## src/rtl/axi_master_pkg.sv

```systemverilog
// Shared definitions for the CPU-side AXI4 masters: bus widths, the master
// FSM state encoding and the fixed single-beat AXI field values.
package axi_master_pkg;

  localparam int unsigned AXI_ID_BITS   = 4;
  localparam int unsigned AXI_ADDR_BITS = 32;
  localparam int unsigned AXI_DATA_BITS = 32;
  localparam int unsigned AXI_STRB_BITS = AXI_DATA_BITS / 8;
  localparam int unsigned AXI_LEN_BITS  = 4;
  localparam int unsigned AXI_SIZE_BITS = 3;

  typedef enum logic [2:0] {
    StIdle,
    StAr,
    StR,
    StAwW,
    StB
  } axi_state_e;

  localparam logic [1:0]              BURST_INCR = 2'b01;
  localparam logic [AXI_SIZE_BITS-1:0] SIZE_WORD  = 3'b010;
  localparam logic [AXI_LEN_BITS-1:0]  LEN_SINGLE = 4'd0;
  localparam logic [1:0]              RESP_OKAY  = 2'b00;

endpackage

```

## src/rtl/dm_axi_master.sv

```systemverilog
// Data-memory AXI4 master: turns MEM-stage load/store strobes into single-beat
// AXI transactions and stalls the core until they complete. Optional DM_RESP_CHECK_EN.
module dm_axi_master
  import axi_master_pkg::*;
#(
  parameter logic [AXI_ID_BITS-1:0] MASTER_ID = 4'd1
) (
  input  logic                     clk,
  input  logic                     rst,
  input  logic                     b_data_read,
  input  logic                     b_data_write,
  input  logic [AXI_STRB_BITS-1:0] write_type,
  input  logic [AXI_ADDR_BITS-1:0] data_addr,
  input  logic [AXI_DATA_BITS-1:0] data_in,
  output logic [AXI_DATA_BITS-1:0] data_out,
  output logic                     DM_stall,
  output logic                     bus_err,
  output logic [AXI_ID_BITS-1:0]   ARID,
  output logic [AXI_ADDR_BITS-1:0] ARADDR,
  output logic [AXI_LEN_BITS-1:0]  ARLEN,
  output logic [AXI_SIZE_BITS-1:0] ARSIZE,
  output logic [1:0]               ARBURST,
  output logic                     ARVALID,
  input  logic                     ARREADY,
  input  logic [AXI_ID_BITS-1:0]   RID,
  input  logic [AXI_DATA_BITS-1:0] RDATA,
  input  logic [1:0]               RRESP,
  input  logic                     RLAST,
  input  logic                     RVALID,
  output logic                     RREADY,
  output logic [AXI_ID_BITS-1:0]   AWID,
  output logic [AXI_ADDR_BITS-1:0] AWADDR,
  output logic [AXI_LEN_BITS-1:0]  AWLEN,
  output logic [AXI_SIZE_BITS-1:0] AWSIZE,
  output logic [1:0]               AWBURST,
  output logic                     AWVALID,
  input  logic                     AWREADY,
  output logic [AXI_DATA_BITS-1:0] WDATA,
  output logic [AXI_STRB_BITS-1:0] WSTRB,
  output logic                     WLAST,
  output logic                     WVALID,
  input  logic                     WREADY,
  input  logic [AXI_ID_BITS-1:0]   BID,
  input  logic [1:0]               BRESP,
  input  logic                     BVALID,
  output logic                     BREADY
);

  axi_state_e               state_q, state_d;
  logic [AXI_ADDR_BITS-1:0] addr_q;
  logic [AXI_DATA_BITS-1:0] wdata_q, rdata_q;
  logic [AXI_STRB_BITS-1:0] wtype_q;
  logic                     aw_done_q, aw_done_d;
  logic                     w_done_q, w_done_d;
  logic                     latch;
  logic                     r_fire, b_fire;

  assign r_fire = (state_q == StR) && RVALID;
  assign b_fire = (state_q == StB) && BVALID;

  always_comb begin
    state_d   = state_q;
    aw_done_d = aw_done_q;
    w_done_d  = w_done_q;
    latch     = 1'b0;
    unique case (state_q)
      StIdle: begin
        // Store wins when both strobes are raised together.
        if (b_data_write) begin
          state_d   = StAwW;
          latch     = 1'b1;
          aw_done_d = 1'b0;
          w_done_d  = 1'b0;
        end else if (b_data_read) begin
          state_d = StAr;
          latch   = 1'b1;
        end
      end
      StAr: if (ARREADY) state_d = StR;
      StR:  if (RVALID) state_d = StIdle;
      StAwW: begin
        if (AWREADY && !aw_done_q) aw_done_d = 1'b1;
        if (WREADY && !w_done_q)   w_done_d  = 1'b1;
        if (aw_done_d && w_done_d) begin
          state_d   = StB;
          aw_done_d = 1'b0;
          w_done_d  = 1'b0;
        end
      end
      StB:     if (BVALID) state_d = StIdle;
      default: state_d = StIdle;
    endcase
  end

  always_ff @(posedge clk or posedge rst) begin
    if (rst) begin
      state_q   <= StIdle;
      aw_done_q <= 1'b0;
      w_done_q  <= 1'b0;
      addr_q    <= '0;
      wdata_q   <= '0;
      wtype_q   <= '0;
      rdata_q   <= '0;
    end else begin
      state_q   <= state_d;
      aw_done_q <= aw_done_d;
      w_done_q  <= w_done_d;
      if (latch) begin
        addr_q  <= data_addr;
        wdata_q <= data_in;
        wtype_q <= write_type;
      end
      if (r_fire) rdata_q <= RDATA;
    end
  end

  assign ARID    = MASTER_ID;
  assign ARADDR  = addr_q;
  assign ARLEN   = LEN_SINGLE;
  assign ARSIZE  = SIZE_WORD;
  assign ARBURST = BURST_INCR;
  assign ARVALID = (state_q == StAr);
  assign RREADY  = (state_q == StR);

  assign AWID    = MASTER_ID;
  assign AWADDR  = addr_q;
  assign AWLEN   = LEN_SINGLE;
  assign AWSIZE  = SIZE_WORD;
  assign AWBURST = BURST_INCR;
  assign AWVALID = (state_q == StAwW) && !aw_done_q;
  assign WDATA   = wdata_q;
  assign WSTRB   = ~wtype_q;
  assign WLAST   = 1'b1;
  assign WVALID  = (state_q == StAwW) && !w_done_q;
  assign BREADY  = (state_q == StB);

  // The completing cycle releases the core so it advances on that edge.
  assign DM_stall = ((state_q == StIdle) && (b_data_read || b_data_write)) ||
                    ((state_q != StIdle) && !r_fire && !b_fire);
  assign data_out = r_fire ? RDATA : rdata_q;

`ifdef DM_RESP_CHECK_EN
  logic bus_err_q;
  always_ff @(posedge clk or posedge rst) begin
    if (rst) begin
      bus_err_q <= 1'b0;
    end else if ((r_fire && (RRESP != RESP_OKAY)) || (b_fire && (BRESP != RESP_OKAY))) begin
      bus_err_q <= 1'b1;
    end
  end
  assign bus_err = bus_err_q;
  logic unused_inputs;
  assign unused_inputs = ^{RID, BID, RLAST};
`else
  assign bus_err = 1'b0;
  logic unused_inputs;
  assign unused_inputs = ^{RID, BID, RLAST, RRESP, BRESP};
`endif

endmodule

```

## config.mk

```make
export PLATFORM = sky130hd
export DESIGN_NAME = dm_axi_master
export DESIGN_NICKNAME = d
export VERILOG_FILES = /design/src/rtl/axi_master_pkg.sv /design/src/rtl/dm_axi_master.sv
export SDC_FILE = /design/constraint.sdc
export NUM_CORES = 1
export LEC_CHECK = 0
export BUFFER_PORTS_ARGS = -buffer_cell sky130_fd_sc_hd__buf_4
export CORE_AREA = 2 2 111 113
export DETAILED_ROUTE_END_ITERATION = 10
export DIE_AREA = 0 0 113 115
export HOLD_SLACK_MARGIN = 0.12
export PLACE_DENSITY = 0.76
export SETUP_SLACK_MARGIN = 0.3
export SLEW_MARGIN = 25
export SYNTH_ARGS = -nofsm -noshare
export SYNTH_HDL_FRONTEND = slang
export SYNTH_SLANG_ARGS = --single-unit
```

## constraint.sdc

```tcl
create_clock -name clk -period 4.3 [get_ports clk]
set_clock_uncertainty 0.1 [all_clocks]
set_input_delay 0.86 -clock clk [delete_from_list [all_inputs] [get_ports clk]]
set_output_delay 0.86 -clock clk [all_outputs]
set_load 0.02 [all_outputs]
```

# After elaboration in Yosys (flattened, before gate mapping)
# Cells that the tools add are included.
# Widths: inputs -> output; s select.
[op_classes] n_addsub=0 mul=0 n_div=0 n_lt_le_gt_ge=0 eq_ne=10 n_shift=0 mux=20 bitwise_logic=1 reduce_logical=21
[op_table] op="$mux 32" n=1
[op_table] op="$mux 3" n=6
[op_table] op="$pmux 3 s5" n=1
[op_table] op="$logic_and 1x1->1" n=10
[op_table] op="$mux 1" n=10
[op_table] op="$ne 2x2->1 const B" n=4
[op_table] op="$eq 3x2->1 const B" n=2
[op_table] op="$reduce_and 5->1" n=1
[op_table] op="$logic_not 1->1" n=4
[op_table] op="$not 4->4" n=1
[op_table] op="$pmux 1 s2" n=2
[op_table] op="$eq 3x1->1 const B" n=1
[op_table] op="$eq 3x3->1 const B" n=1
[op_table] op="$logic_not 3->1" n=1
[op_table] op="$ne 3x3->1 const B" n=1
[op_table] op="$reduce_bool 3->1" n=1
[op_table] op="$logic_or 1x1->1" n=2
[op_table] op="$ne 2x1->1 const B" n=1
[op_table] op="$reduce_and 2->1" n=1
[op_table] op="$reduce_bool 2->1" n=1
[totals] regBits=105 latchBits=0 ramBits=0 romBits=0 n_memories=0

# Depth between registers and ports, before layout
[logic_depth] depth_word=7 mapped_depth=5 depth_no_buf=3

# Worst setup path after synthesis
# No wires, ideal clock.
[synth_timing] path_kind="input-to-output" from="input port RVALID" to="output port DM_stall" arrival_time_ns=1.750 required_ns=3.340 setup_slack_ns=1.590 stages=4 cell_sequence="and2_4 buf_6 buf_12 o21ai_0"
[synth_between] elab_chain_cells=5
[synth_rtl] item="from (decl)" line_no="dm_axi_master.sv:29" text="input logic RVALID,"
[synth_rtl] item="$logic_and 1x1->1" line_no="dm_axi_master.sv:58" text="assign r_fire = (state_q == StR) && RVALID;"
[synth_rtl] item="$logic_not 1->1" line_no="dm_axi_master.sv:139" text="((state_q != StIdle) && !r_fire && !b_fire);"
[synth_rtl] item="$logic_and 1x1->1 (2 in series)" line_no="dm_axi_master.sv:139"
[synth_rtl] item="$logic_or 1x1->1" line_no="dm_axi_master.sv:138" text="assign DM_stall = ((state_q == StIdle) && (b_data_read || b_data_write)) ||"
[synth_rtl] item="to (decl)" line_no="dm_axi_master.sv:16" text="output logic DM_stall,"
# No other way between the ends.

# Worst setup path after layout
[layout_timing] from="register state_q[1]" to="output port data_out[31]"
[layout_between] elab_chain_cells=3
[layout_rtl] item="from (decl)" line_no="dm_axi_master.sv:49" text="axi_state_e state_q, state_d;"
[layout_rtl] item="from (signal assigned)" line_no="dm_axi_master.sv:97" text="state_q <= StIdle;"
[layout_rtl] item="from (signal assigned)" line_no="dm_axi_master.sv:105" text="state_q <= state_d;"
[layout_rtl] item="$eq 3x2->1" line_no="dm_axi_master.sv:58"
[layout_rtl] item="$logic_and 1x1->1" line_no="dm_axi_master.sv:58"
[layout_rtl] item="$mux 32"
[layout_rtl] item="to (decl)" line_no="dm_axi_master.sv:15" text="output logic [AXI_DATA_BITS-1:0] data_out,"
# No other way between the ends.

==> results.yml <==
timing:
  tightest_slew_ns: 0.778
  slew_violations: 0
  period_minus_slack_ns: 3.30
  fmax_mhz: 303
  setup_tns_ns: 0
  rsz0062_at_grt: "no"
  hold_viol: 0
  relSlewSlack: 0.481
  layout_worst_path_cycle_share: 0.768
  finalSetupViolations: 0
global_route:
  grt_pass1_vias: 3112
  use_met3: 0.0654
  grt_pass1_wl_mm: 16.2
  overflow: 0
  grt.total_usage: 0.161
  grt_use_met1: 0.190
  grt_max_degree: 89
  antenna_found_initial: 0
  grt_most_used_layer: "met2"
  met2_usage: 0.273
cts:
  clock_path_buffers: 2
  cts_setup_buffers: 0
  cts_num_sinks: 105
  cts_tree: "yes"
  ctsResizeCount: 0
  numCtsBuffers: 9
  hold_buffers: 0
  clk_pin_slew_ns: 0.07
  htree_levels: 3
  clkLatencyLatePin_ns: 0.34
  root_buffer: "clkbuf_16"
die:
  coreArea_sq_mm: 0.0118
  die_h_microns: 115
  io-pin-count: 288
  initial_core_util: 0.407
  die_w_microns: 113
  std_cell_rows: 40
  die_area_sq_mm: 0.0130
synth:
  syn-mean-instance-area_sq_um: 14.9
  synth_top_area_share: 0.547
  synth_common_cells: "105 x dfrtp_1, 64 x buf_4, 51 x mux2_2"
  post-synth-top-count-cell: "dfrtp_1"
  yosys.area.top_type: "dfrtp_1"
  ys_ff_latch: 105
  synthCells: 323
  synth_edf_count: 0
  async_reset_ff_frac: 1.00
  synth_area_leaders: "dfrtp_1 55%, mux2_4 15%, mux2_2 12%, buf_4 10%, buf_12 2.1%"
  synth_warnings: 0
  ys.flop_type: "dfrtp_1"
  synthDistinctLibCells: 28
  syn_area_sq_mm: 0.00481
  ys_seq_area_frac: 0.547
pwr:
  total_power_mw: 5.97
  pwr-share-comb: 0.559
  p_seq_frac: 0.303
  irDropWorstVdd_mv: 0.521
  clock_power_share: 0.137
  leakage_nw: 3.33
  internal_power_mw: 3.64
  swShare: 0.391
  p_switching_mw: 2.34
  powerDensity_mw_per_mm2: 898
finish:
  multi_input_area_sq_mm: 0.00164
  syn_to_final_growth_pct: 38.3
  num-fill-cells: 944
  drive_gt1_frac: 0.682
  seqCellArea_sq_mm: 0.00263
  antenna_cells: 0
  nNetsFinal: 658
critical_path:
  r2r_cells: 4
  worstSetupStartpointType: "flop"
  cp.arrival_ns: 2.34
  worst-setup-path-type: "flop to output pin"
  required_ns: 3.34
  reg2reg_slack_ns: 1.86
  path_max_fanout: 33
  cp-end-kind: "output pin"
run_status:
  violations: "DRC"
  status: "complete, but fails checks"
route:
  ant_nets: 0
  vias_per_cell: 4.52
  drt_pass1_iterations: 7
  dr_total_vias: 3112
  drc: 18
  drt-initial-drc-count: 136
  wire_per_inst_microns: 15.6
  drt_wl_total_mm: 10.7
placement:
  gp_congestion: 0.792
  dp_hpwl_mm: 7.89
  numPortBuffers: 246
worst_hold_path:
  min_path_cells: 1
  min_path_type: "flop to flop"
flow_run:
  max-cap-violations: 0
flip-flops by register name, indices dropped and copies added, names as in the netlist:
signal,cells
rdata_q,32
state_q,3
WDATA,32
wtype_q,4
w_done_q,1
aw_done_q,1
ARADDR,32
critical path, cell delays in order (launching register included):
cell and delay, ns:
dfrtp_1 0.58, nor3b_2 0.27, and2_4 0.56, mux2_2 0.42
buf_4 0.16
layout by cell type (no fill, tap or decap):
master	synthesis	layout
buf_4	64	249
dfrtp_1	105	105
mux2_2	51	51
mux2_4	49	49
conb_1	2	28
clkbuf_16	0	9
inv_1	8	7
nor2_1	7	7
nor3_1	3	3
a21oi_1	3	3
clkinvlp_4	0	3
nor2b_1	2	2
o21ai_0	2	2
nand3_1	2	2
nand2_1	2	2
a211oi_1	2	2
o31ai_1	2	2
a31oi_1	2	2
clkbuf_1	0	2
nor3_2	1	1
o21a_4	1	1
nor3b_2	1	1
and2_4	1	1
inv_6	0	1
and3b_2	1	1
o311ai_0	1	1
o2bb2ai_1	1	1
a21o_1	1	1
clkbuf_8	0	1
bufinv_16	0	1
cell families after synthesis:
| kind of cell | share of synthesized area |
|---|---|
| multiplexers | 0.273 |
| buffers and inverters | 0.134 |
| other | 0.00156 |
| flip-flops | 0.547 |
| AO/OA/AOI/OAI | 0.0224 |
| AND/OR/NAND/NOR | 0.0234 |
power groups by stage:
stage	clock network [mW]	logic, mW	registers (mW)
CTS	0.848	3.38	1.82
finish	0.819	3.34	1.81
global route	0.896	3.52	1.88
detailed placement	0	3.37	1.83
global placement	0	3.33	1.80
floorplan	0	2.00	2.13
stage by stage:
step	utilization	cells	worst slack, ns	hold WS [ns]	cell area [sq um]
2_1_floorplan	-	349	0.579	0.381	4900
3_3_place_gp	0.538	672	1.29	0.376	6350
3_5_place_dp	0.538	672	1.27	0.380	6350
4_1_cts	0.563	688	0.988	0.395	6650
5_1_grt	0.563	688	0.878	0.403	6650
6_report	0.563	688	0.999	0.393	6650
final timing paths:
| check | start | to |
|---|---|---|
| setup / recovery | state_q[1]$_DFFE_PP0P_ | data_out[31] |
| hold / removal | rdata_q[7]$_DFF_PP0_ | rdata_q[7]$_DFF_PP0_ |
| setup reg to reg | state_q[0]$_DFFE_PP0P_ | ARADDR[9]$_DFFE_PP0P_ |
| hold reg to reg | rdata_q[7]$_DFF_PP0_ | rdata_q[7]$_DFF_PP0_ |
| max in group asynchronous | rst | WDATA[11]$_DFFE_PP0P_ |
| min in group asynchronous | rst | WDATA[0]$_DFFE_PP0P_ |
layout make-up:
cell class,instances,share of cell area
clock inverters,4,0.00790
inverters,8,0.00527
well taps,147,0.0277
clock buffers,12,0.0371
flip-flops and latches,105,0.395
multi-input cells,163,0.246
repair buffers,249,0.281
per-layer routing:
layer	routed length [microns]	share of wire	vias to the layer above
met5	0	0	-
met4	124	0.012	0
met3	1080	0.10	10
met2	5410	0.51	173
met1	4090	0.38	1493
li1	-	-	1436
(Power assumes the default switching activity.)
